$ cat config.mk
export PLATFORM = sky130hd
export DESIGN_NAME = stopwatch_bcd_flat
export DESIGN_NICKNAME = d
export VERILOG_FILES = /design/src/rtl/stopwatch_bcd_pkg.sv /design/src/rtl/stopwatch_bcd_if.sv /design/src/rtl/stopwatch_bcd_digit.sv /design/src/rtl/stopwatch_bcd.sv /design/src/flat_wrapper.sv
export SDC_FILE = /design/constraint.sdc
export NUM_CORES = 1
export LEC_CHECK = 0
export BUFFER_PORTS_ARGS = -buffer_cell sky130_fd_sc_hd__buf_2
export CELL_PAD_IN_SITES_DETAIL_PLACEMENT = 1
export CELL_PAD_IN_SITES_GLOBAL_PLACEMENT = 2
export CORE_MARGIN = 3
export CORE_UTILIZATION = 37
export CTS_CLUSTER_SIZE = 40
export DETAILED_ROUTE_END_ITERATION = 10
export GPL_TIMING_DRIVEN = 0
export PLACE_DENSITY = 0.9
export SETUP_SLACK_MARGIN = 0.15
export SYNTH_ARGS = -nofsm -noshare
export SYNTH_HDL_FRONTEND = slang
export SYNTH_HIERARCHICAL = 1
export SYNTH_SLANG_ARGS = --single-unit
$ cat constraint.sdc
create_clock -name clk -period 7.7 [get_ports clk]
set_clock_uncertainty 0.1 [all_clocks]
set_input_delay 0.77 -clock clk [delete_from_list [all_inputs] [get_ports clk]]
set_output_delay 0.77 -clock clk [all_outputs]
set_load 0.01 [all_outputs]
$ cat src/rtl/stopwatch_bcd_pkg.sv
// Shared definitions for the MM:SS BCD stopwatch: state encoding, digit width
// and helpers that split a two-digit minute limit into BCD digits.
package stopwatch_pkg;

    localparam int BCD_W = 4;

    typedef logic [1:0] state_t;

    localparam state_t S_IDLE  = 2'd0;
    localparam state_t S_RUN   = 2'd1;
    localparam state_t S_PAUSE = 2'd2;

    function automatic logic [BCD_W-1:0] bcd_tens(input int unsigned v);
        return BCD_W'(v / 10);
    endfunction

    function automatic logic [BCD_W-1:0] bcd_ones(input int unsigned v);
        return BCD_W'(v % 10);
    endfunction

endpackage

$ cat src/rtl/stopwatch_bcd_if.sv
// Control inputs and display outputs of the stopwatch, bundled for the top level.
interface stopwatch_bcd_if;
    import stopwatch_pkg::*;

    logic             tick_in;
    logic             start_stop;
    logic             clear;
    logic [BCD_W-1:0] sec_ones;
    logic [BCD_W-1:0] sec_tens;
    logic [BCD_W-1:0] min_ones;
    logic [BCD_W-1:0] min_tens;
    logic             running;
    logic             wrap;

    modport master (
        output tick_in, start_stop, clear,
        input  sec_ones, sec_tens, min_ones, min_tens, running, wrap
    );

    modport slave (
        input  tick_in, start_stop, clear,
        output sec_ones, sec_tens, min_ones, min_tens, running, wrap
    );

endinterface

$ cat src/rtl/stopwatch_bcd_digit.sv
// One BCD counter digit with a programmable rollover value; carry is combinational
// so a whole chain of digits can ripple in a single clock.
module bcd_digit
    import stopwatch_pkg::*;
(
    input  logic             clk,
    input  logic             reset,
    input  logic             clr,
    input  logic             inc,
    input  logic [BCD_W-1:0] limit,
    output logic [BCD_W-1:0] q,
    output logic             carry
);

    always_ff @(posedge clk) begin
        if (reset) begin
            q <= '0;
        end else if (clr) begin
            q <= '0;
        end else if (inc) begin
            q <= (q == limit) ? '0 : q + 1'b1;
        end
    end

    assign carry = inc & (q == limit);

endmodule

$ cat src/rtl/stopwatch_bcd.sv
// MM:SS BCD stopwatch fed by the clock divider's square wave, with a
// start/stop/clear FSM, tick prescaler and a one-cycle wrap pulse.
//
// state   | meaning
// --------+-------------------------------------------------
// S_IDLE  | cleared, holds 00:00, waits for start
// S_RUN   | counting tick_in rising edges
// S_PAUSE | digits and prescaler frozen, ticks ignored
module stopwatch_bcd
    import stopwatch_pkg::*;
#(
    parameter int PRESCALE = 1,
    parameter int MAX_MIN  = 59
) (
    input logic            clk,
    input logic            reset,
    stopwatch_bcd_if.slave sw
);

    localparam int                PCNT_W    = (PRESCALE > 1) ? $clog2(PRESCALE) : 1;
    localparam logic [PCNT_W-1:0] PCNT_LAST = PCNT_W'(PRESCALE - 1);
    localparam logic [BCD_W-1:0]  MT_LIM    = bcd_tens(MAX_MIN);
    localparam logic [BCD_W-1:0]  MO_LAST   = bcd_ones(MAX_MIN);

    state_t            state_q;
    state_t            state_d;
    logic              running_c;
    logic              tick_d;
    logic              ss_d;
    logic              tick_rise;
    logic              ss_rise;
    logic              count_en;
    logic              sec_inc;
    logic [PCNT_W-1:0] pcnt;
    logic              wrap_q;

    logic [BCD_W-1:0]  so_q, st_q, mo_q, mt_q;
    logic              so_carry, st_carry, mo_carry, mt_carry;
    logic [BCD_W-1:0]  mo_limit;

    // Edge detectors start high so an input already high at reset release is not an edge.
    always_ff @(posedge clk) begin
        if (reset) begin
            tick_d <= 1'b1;
            ss_d   <= 1'b1;
        end else begin
            tick_d <= sw.tick_in;
            ss_d   <= sw.start_stop;
        end
    end

    assign tick_rise = sw.tick_in & ~tick_d;
    assign ss_rise   = sw.start_stop & ~ss_d;

    always_ff @(posedge clk) begin
        if (reset) begin
            state_q <= S_IDLE;
        end else begin
            state_q <= state_d;
        end
    end

    always_comb begin
        state_d = state_q;
        if (sw.clear) begin
            state_d = S_IDLE;
        end else if (ss_rise) begin
            case (state_q)
                S_IDLE:  state_d = S_RUN;
                S_RUN:   state_d = S_PAUSE;
                S_PAUSE: state_d = S_RUN;
                default: state_d = S_IDLE;
            endcase
        end
    end

    always_comb begin
        running_c = (state_q == S_RUN);
    end

    // Counting follows the registered state, so a pause press still lets this cycle's tick in.
    assign count_en = running_c & tick_rise & ~sw.clear;
    assign sec_inc  = count_en & (pcnt == PCNT_LAST);

    always_ff @(posedge clk) begin
        if (reset || sw.clear) begin
            pcnt <= '0;
        end else if (count_en) begin
            pcnt <= (pcnt == PCNT_LAST) ? '0 : pcnt + 1'b1;
        end
    end

    // In the last minute decade, minute units roll over at MAX_MIN's ones digit instead of 9.
    always_comb begin
        mo_limit = (mt_q == MT_LIM) ? MO_LAST : BCD_W'(9);
    end

    bcd_digit u_sec_ones (
        .clk   (clk),
        .reset (reset),
        .clr   (sw.clear),
        .inc   (sec_inc),
        .limit (BCD_W'(9)),
        .q     (so_q),
        .carry (so_carry)
    );

    bcd_digit u_sec_tens (
        .clk   (clk),
        .reset (reset),
        .clr   (sw.clear),
        .inc   (so_carry),
        .limit (BCD_W'(5)),
        .q     (st_q),
        .carry (st_carry)
    );

    bcd_digit u_min_ones (
        .clk   (clk),
        .reset (reset),
        .clr   (sw.clear),
        .inc   (st_carry),
        .limit (mo_limit),
        .q     (mo_q),
        .carry (mo_carry)
    );

    bcd_digit u_min_tens (
        .clk   (clk),
        .reset (reset),
        .clr   (sw.clear),
        .inc   (mo_carry),
        .limit (MT_LIM),
        .q     (mt_q),
        .carry (mt_carry)
    );

    // Top digit carrying out is exactly the MAX_MIN:59 -> 00:00 rollover.
    always_ff @(posedge clk) begin
        if (reset || sw.clear) begin
            wrap_q <= 1'b0;
        end else begin
            wrap_q <= mt_carry;
        end
    end

    assign sw.sec_ones = so_q;
    assign sw.sec_tens = st_q;
    assign sw.min_ones = mo_q;
    assign sw.min_tens = mt_q;
    assign sw.running  = running_c;
    assign sw.wrap     = wrap_q;

endmodule

$ cat src/flat_wrapper.sv
// flat-port wrapper written by rule: the top's interface ports become plain ports
module stopwatch_bcd_flat import stopwatch_pkg::*;
#(
    parameter int PRESCALE = 1,
    parameter int MAX_MIN  = 59
)
  (clk, reset, sw_tick_in, sw_start_stop, sw_clear, sw_sec_ones, sw_sec_tens, sw_min_ones, sw_min_tens, sw_running, sw_wrap);
  stopwatch_bcd_if sw_i ();
  input logic clk;
  input logic reset;
  input wire logic [$bits(sw_i.tick_in)-1:0] sw_tick_in;
  input wire logic [$bits(sw_i.start_stop)-1:0] sw_start_stop;
  input wire logic [$bits(sw_i.clear)-1:0] sw_clear;
  output wire logic [$bits(sw_i.sec_ones)-1:0] sw_sec_ones;
  output wire logic [$bits(sw_i.sec_tens)-1:0] sw_sec_tens;
  output wire logic [$bits(sw_i.min_ones)-1:0] sw_min_ones;
  output wire logic [$bits(sw_i.min_tens)-1:0] sw_min_tens;
  output wire logic [$bits(sw_i.running)-1:0] sw_running;
  output wire logic [$bits(sw_i.wrap)-1:0] sw_wrap;
  assign sw_i.tick_in = sw_tick_in;
  assign sw_i.start_stop = sw_start_stop;
  assign sw_i.clear = sw_clear;
  assign sw_sec_ones = sw_i.sec_ones;
  assign sw_sec_tens = sw_i.sec_tens;
  assign sw_min_ones = sw_i.min_ones;
  assign sw_min_tens = sw_i.min_tens;
  assign sw_running = sw_i.running;
  assign sw_wrap = sw_i.wrap;
  stopwatch_bcd #(.PRESCALE(PRESCALE), .MAX_MIN(MAX_MIN)) u_core (.clk(clk), .reset(reset), .sw(sw_i));
endmodule
==> run metrics, run 1 <==
Final Wtd Congestion 0.691; Unique masters post-synth 23; Via density 4.73; Crit Reg-Reg Endpoint u_core/u_min_tens/q[3]$_SDFFE_PP0P_; DRC Markers 0; Sum Neg Setup Slack 0 ps; CTS Buf Count 3; Design Power 0.179 mW; first-pass GRT wire length 4520 um; worst skew pair latency 300 ps; Post-DRT Antenna Nets 0; number of synthesized flops with an enable pin 0; Post-Syn Area 0.00127 mm2; initial antenna violation count 0; Max Cap Viol 0; Critical Path Fanout Max 16; worst hold path startpoint u_core/state_q[0]$_SDFFE_PP0P_; Crit-path slowest cell a2111oi_2; Die Y 64.6 um; total routed wirelength 2600 um; CTS tree done; Total Routing Usage GR 0.138; Detail Placement HPWL 2080 um; Static Leak 0.675 nW; outcome complete, no violations; cts hold-fix bufs 0; Final Hold Fails 0; Die W 64.6 um; Peak VDD IR 0.103 mV; Primary FF master, synth dfxtp_1; cell count after synthesis 122; hold crit path type reg -> reg; gr ovfl total 0; hold slack 484 ps; RR Startpoint u_core/state_q[0]$_SDFFE_PP0P_; Register Area 420 um2; final setup fails 0; fmax 306 MHz; asr flop ratio synth 0; CTS Root Cell clkbuf_4; delay-heaviest family, CP simple AND/OR/NAND/NOR gates; # IOs 23; Pwr Density 117 mW/mm2; r2r setup slk 4750 ps; Hold Crit Depth 2; Die ar. 0.00417 mm2; Multi-input gate area 917 um2; Layout Utilization 0.485; Ant. Diodes 0; CTS resizes 0; hold endpoint u_core/state_q[0]$_SDFFE_PP0P_; # rows 20; vias in the first global route 1016; Finished Cell Area 0.00153 mm2; CP startpoint kind primary input; Post-CTS Setup Inserts 0; layout net count 176; clk sinks 21; share of post-route cells with drive strength above 1 0.331; WS Path Type in -> reg; fin. max-slew vios 0; P&R area growth vs syn 20.4%; via count 994; sequential element share of the synthesized area 0.331; initial core utilization 0.403; First-pass DRT Iterations 3; WP buf/inv 1; Syn. warnings 6; H-tree levels 1; Tcrit/Tclk final 0.425; Crit path depth 12; Crit path required time 7810 ps; cells along the critical path buf_2 -> nor2_1 -> and3_1 -> and2_4 -> and2_1 -> and2_4 -> and2_1 -> and2_4 -> and2_1 -> nand4_1 -> xor2_1 -> a2111oi_2; Period minus WS final 3270 ps; #FFs+latches synth 21; syn avg cell area 10.4 um2; crit-path max cell delay 310 ps; Longest Clk Path Bufs 2; drt wl/cell 12.4 um; Worst R2R Path Depth 11; DRT iter0 DRCs 12; fillers 391; Core Box Area 0.00315 mm2; Critical Path Sink Type flip-flop; largest net degree at the start of global routing 18; placed cell areas 0.00150 mm2; Arr. time, crit path 3390 ps; PortBufs 22; RSZ-0062 raised after global routing no; clock slew at reported path FFs 110 ps
how the worst max path moves through the flow:
stage	startpoint	endpoint
final	sw_clear	u_core/u_min_tens/q[3]$_SDFFE_PP0P_
after global routing	sw_clear	u_core/u_min_tens/q[3]$_SDFFE_PP0P_
after CTS	sw_clear	u_core/u_min_tens/q[3]$_SDFFE_PP0P_
after detailed placement	sw_clear	u_core/u_min_tens/q[3]$_SDFFE_PP0P_
after global placement	sw_clear	u_core/u_min_tens/q[3]$_SDFFE_PP0P_
after floorplan	sw_clear	u_core/u_min_tens/q[3]$_SDFFE_PP0P_
layer usage:
metal,vias to the layer above,share of wire,global-route usage
li1,507,-,-
met1,468,0.44,0.160
met2,17,0.52,0.244
met3,2,0.037,0.0364
met4,0,0.0065,0.0449
met5,-,0,0
tightest hold or removal path: stages, from the launching register on:
cell	delay, ps
dfxtp_1	370
xnor2_1	140
nor3_2	40
registers in the layout (all words and copies together), names as in the netlist:
name                 flops
u_core/u_min_tens/q      4
u_core/sw.wrap           1
u_core/tick_d            1
u_core/u_sec_ones/q      4
u_core/u_sec_tens/q      4
u_core/u_min_ones/q      4
u_core/ss_d              1
u_core/state_q           2
layout make-up:
type / count / area share
tap: 44 / 0.0360
multi-input combinational: 119 / 0.600
sequential: 21 / 0.275
clock buffer: 4 / 0.0172
timing repair buffer: 22 / 0.0720
cell usage after synthesis (all sizes together) (5+ instances only):
master   count  share of area
a2111oi      8          0.095
and2         8          0.047
dfxtp       21           0.33
nand2        8          0.024
nor2         5          0.015
nor3         6          0.047
xnor2        5          0.034
xor2        20           0.14
logic make-up (layout without fill, tap and decap cells):
| logic type | count (synthesis) | in the layout | share of synthesized area |
|---|---|---|---|
| simple gates | 45 | 45 | 0.246 |
| xor+xnor | 25 | 25 | 0.172 |
| flops | 21 | 21 | 0.331 |
| compound gates | 20 | 20 | 0.162 |
| mux | 5 | 5 | 0.0433 |
| fa+ha+maj | 4 | 4 | 0.0394 |
| other cells | 2 | 20 | 0.00591 |
| buf+inv | 0 | 26 | 0 |
placed cells by master, fill, tap and decap left out, drive strengths merged, types with 5 or more instances in the layout:
cell type / count
and2: 8
buf: 22
conb: 20
dfxtp: 21
nand2: 8
nor3: 6
nor2: 5
xor2: 20
a2111oi: 8
xnor2: 5
metrics by stage:
| stage | instances | worst slack [ps] |
|---|---|---|
| after global routing | 210 | 4190 |
| after floorplan | 140 | 4710 |
| final | 210 | 4430 |
| after CTS | 210 | 4380 |
| after detailed placement | 206 | 4030 |
| after global placement | 206 | 4140 |
report_power, final:
group	internal [mW]	leakage [nW]	switching (mW)
clock network	0.0202	0.0150	0.0329
registers	0.109	0.170	0.000393
logic	0.00536	0.490	0.0110
total	0.135	0.675	0.0443
No activity file was read; power rests on OpenSTA's default activity.
==> inputs of run 2 (changes only) <==
- CORE_UTILIZATION: 37 -> 31
- PLACE_DENSITY: 0.9 -> 0.81
- clock period: 7.7 -> 2.7 ns (I/O delays scaled with it)
==> run 2 against run 1 <==
Effect of this change: first-iteration DRC count up 67%; die area up 17%; register-to-register slack worse by 4500 ps; critical endpoint is now u_core/u_min_tens/q[2]$_SDFFE_PP0P_; design area up 6.0%; core utilization down 5.8 points; wire length up 7.3%; global-route usage down 2.0 points; critical path depth down 1; hold slack worse by 370 ps.
==> run metrics, run 2 (synthesis results as in run 1) <==
total routed wirelength 2790 um; layout net count 183; via count 1019; switching part of the total power 0.243; WS Path Type reg -> reg; Period minus WS final 2410 ps; largest net degree at the start of global routing 18; Worst R2R Path Depth 11; CTS Root Cell clkbuf_8; Post-DRT Antenna Nets 0; DRC Markers 0; Crit-path slowest cell dfxtp_2; clock share of power 0.364; Die W 70.0 um; Static Leak 0.726 nW; initial antenna violation count 0; RSZ-0062 raised after global routing no; Die ar. 0.00490 mm2; most frequent CP cell and2_4; hold slack 114 ps; clock slew at reported path FFs 80 ps; fmax 415 MHz; Layout Utilization 0.427; hold crit path type in -> reg; Final Hold Fails 0; Hold Crit Depth 2; Core Box Area 0.00380 mm2; Max Cap Viol 0; cells along the critical path nor2b_4 -> and3_4 -> and2_4 -> and2_4 -> and2_4 -> and2_4 -> and2_4 -> and2_4 -> nand2_1 -> xor2_1 -> a2111oi_2; Final Wtd Congestion 0.745; # IOs 23; fin. max-slew vios 0; crit path capture u_core/u_min_tens/q[2]$_SDFFE_PP0P_; P_int 0.430 mW; final setup fails 0; Via density 4.61; most common cell after layout, fill and taps aside buf_2; Critical Path Sink Type flip-flop; Tcrit/Tclk final 0.893; first-pass GRT wire length 4810 um; DRT iter0 DRCs 20; Detail Placement HPWL 2040 um; CTS Buf Count 3; CP startpoint kind flip-flop; drt wl/cell 12.6 um; WP buf/inv 0; r2r setup slk 290 ps; share of post-route cells with drive strength above 1 0.393; Pwr Density 351 mW/mm2; combinational power share 0.086; Die Y 70.0 um; clk sinks 21; most frequent cells in the layout buf_2 (22), dfxtp_1 (20), xor2_1 (20), conb_1 (20); Crit path depth 11; sequential share of power 0.550; delay-heaviest family, CP simple AND/OR/NAND/NOR gates; cts hold-fix bufs 0; gr ovfl total 0; crit-path max cell delay 340 ps; Longest Clk Path Bufs 2; Total Routing Usage GR 0.117; RR Startpoint u_core/state_q[0]$_SDFFE_PP0P_; outcome complete, no violations; worst hold path startpoint sw_start_stop; Placed Instances 210; initial core utilization 0.334; CTS tree done; critical path launch point u_core/state_q[0]$_SDFFE_PP0P_; # rows 22; Crit path required time 2760 ps; vias in the first global route 1031; P&R area growth vs syn 27.6%; Critical Path Fanout Max 6; Arr. time, crit path 2470 ps; Crit Reg-Reg Endpoint u_core/u_min_tens/q[2]$_SDFFE_PP0P_; PortBufs 22; worst skew pair latency 260 ps; Net Sw Power 0.138 mW; Ant. Diodes 0; First-pass DRT Iterations 4; H-tree levels 1; final cell count without fillers 221; Peak VDD IR 0.231 mV
run 2: cell count changes in the layout (fill, tap and decap cells not counted), moves of 3 or more:
cell	before	now
and2_1	4	1
clkbuf_8	0	3
and2_4	4	7
buf_4	0	7
clkbuf_4	3	0
run 2: metrics by stage:
stage | instance area (um2) | setup TNS, ps | total power, mW | setup WS, ps
2_1_floorplan | 1350 | 0 | 0.349 | 204
3_3_place_gp | 1520 | -175 | 0.366 | -123
3_5_place_dp | 1520 | -256 | 0.368 | -149
4_1_cts | 1580 | 0 | 0.581 | 177
5_1_grt | 1620 | 0 | 0.602 | 154
6_report | 1620 | 0 | 0.568 | 290
run 2: per-layer routing:
layer,vias to the layer above,track usage,wire [um]
met2,12,0.191,1390
li1,519,-,-
met5,-,0,0
met1,486,0.158,1310
met3,2,0.0187,67
met4,0,0.0383,23
run 2: layout make-up:
type / count / area (um2)
fill: 459 / 2180
clock inverter: 1 / 5.00
multi-input combinational: 119 / 930
timing repair buffer: 29 / 163
sequential: 21 / 422
tap: 48 / 60.1
clock buffer: 3 / 41.3
run 2: worst reg2reg max path, stage by stage (launching register included):
cell,delay [ps]
dfxtp_2,340
nor2b_4,160
and3_4,190
and2_4,160
and2_4,160
and2_4,160
and2_4,170
and2_4,160
and2_4,170
nand2_1,60
xor2_1,160
a2111oi_2,320
run 2: worst min path at each step:
| stage | endpoint | slack, ps |
|---|---|---|
| after floorplan | u_core/u_min_ones/q[2]$_SDFFE_PP0P_ | 240 |
| after global placement | u_core/tick_d$_SDFF_PP1_ | 370 |
| after detailed placement | u_core/ss_d$_SDFF_PP1_ | 380 |
| after CTS | u_core/ss_d$_SDFF_PP1_ | 110 |
| after global routing | u_core/ss_d$_SDFF_PP1_ | 110 |
| final | u_core/ss_d$_SDFF_PP1_ | 110 |
run 2: repair_timing:
action,CTS,global route
setup endpoints to repair,4,2
pin swaps,2,1
endpoints found under the hold margin,0,0
buffers inserted,2,5
gates resized for setup,3,0
run 2: power groups by stage:
stage	Clock (mW)	Combinational, mW	Sequential (mW)
final	0.207	0.0491	0.312
after global routing	0.234	0.0549	0.313
after CTS	0.220	0.0490	0.313
after detailed placement	0	0.0479	0.320
after global placement	0	0.0461	0.320
after floorplan	0	0.0293	0.320
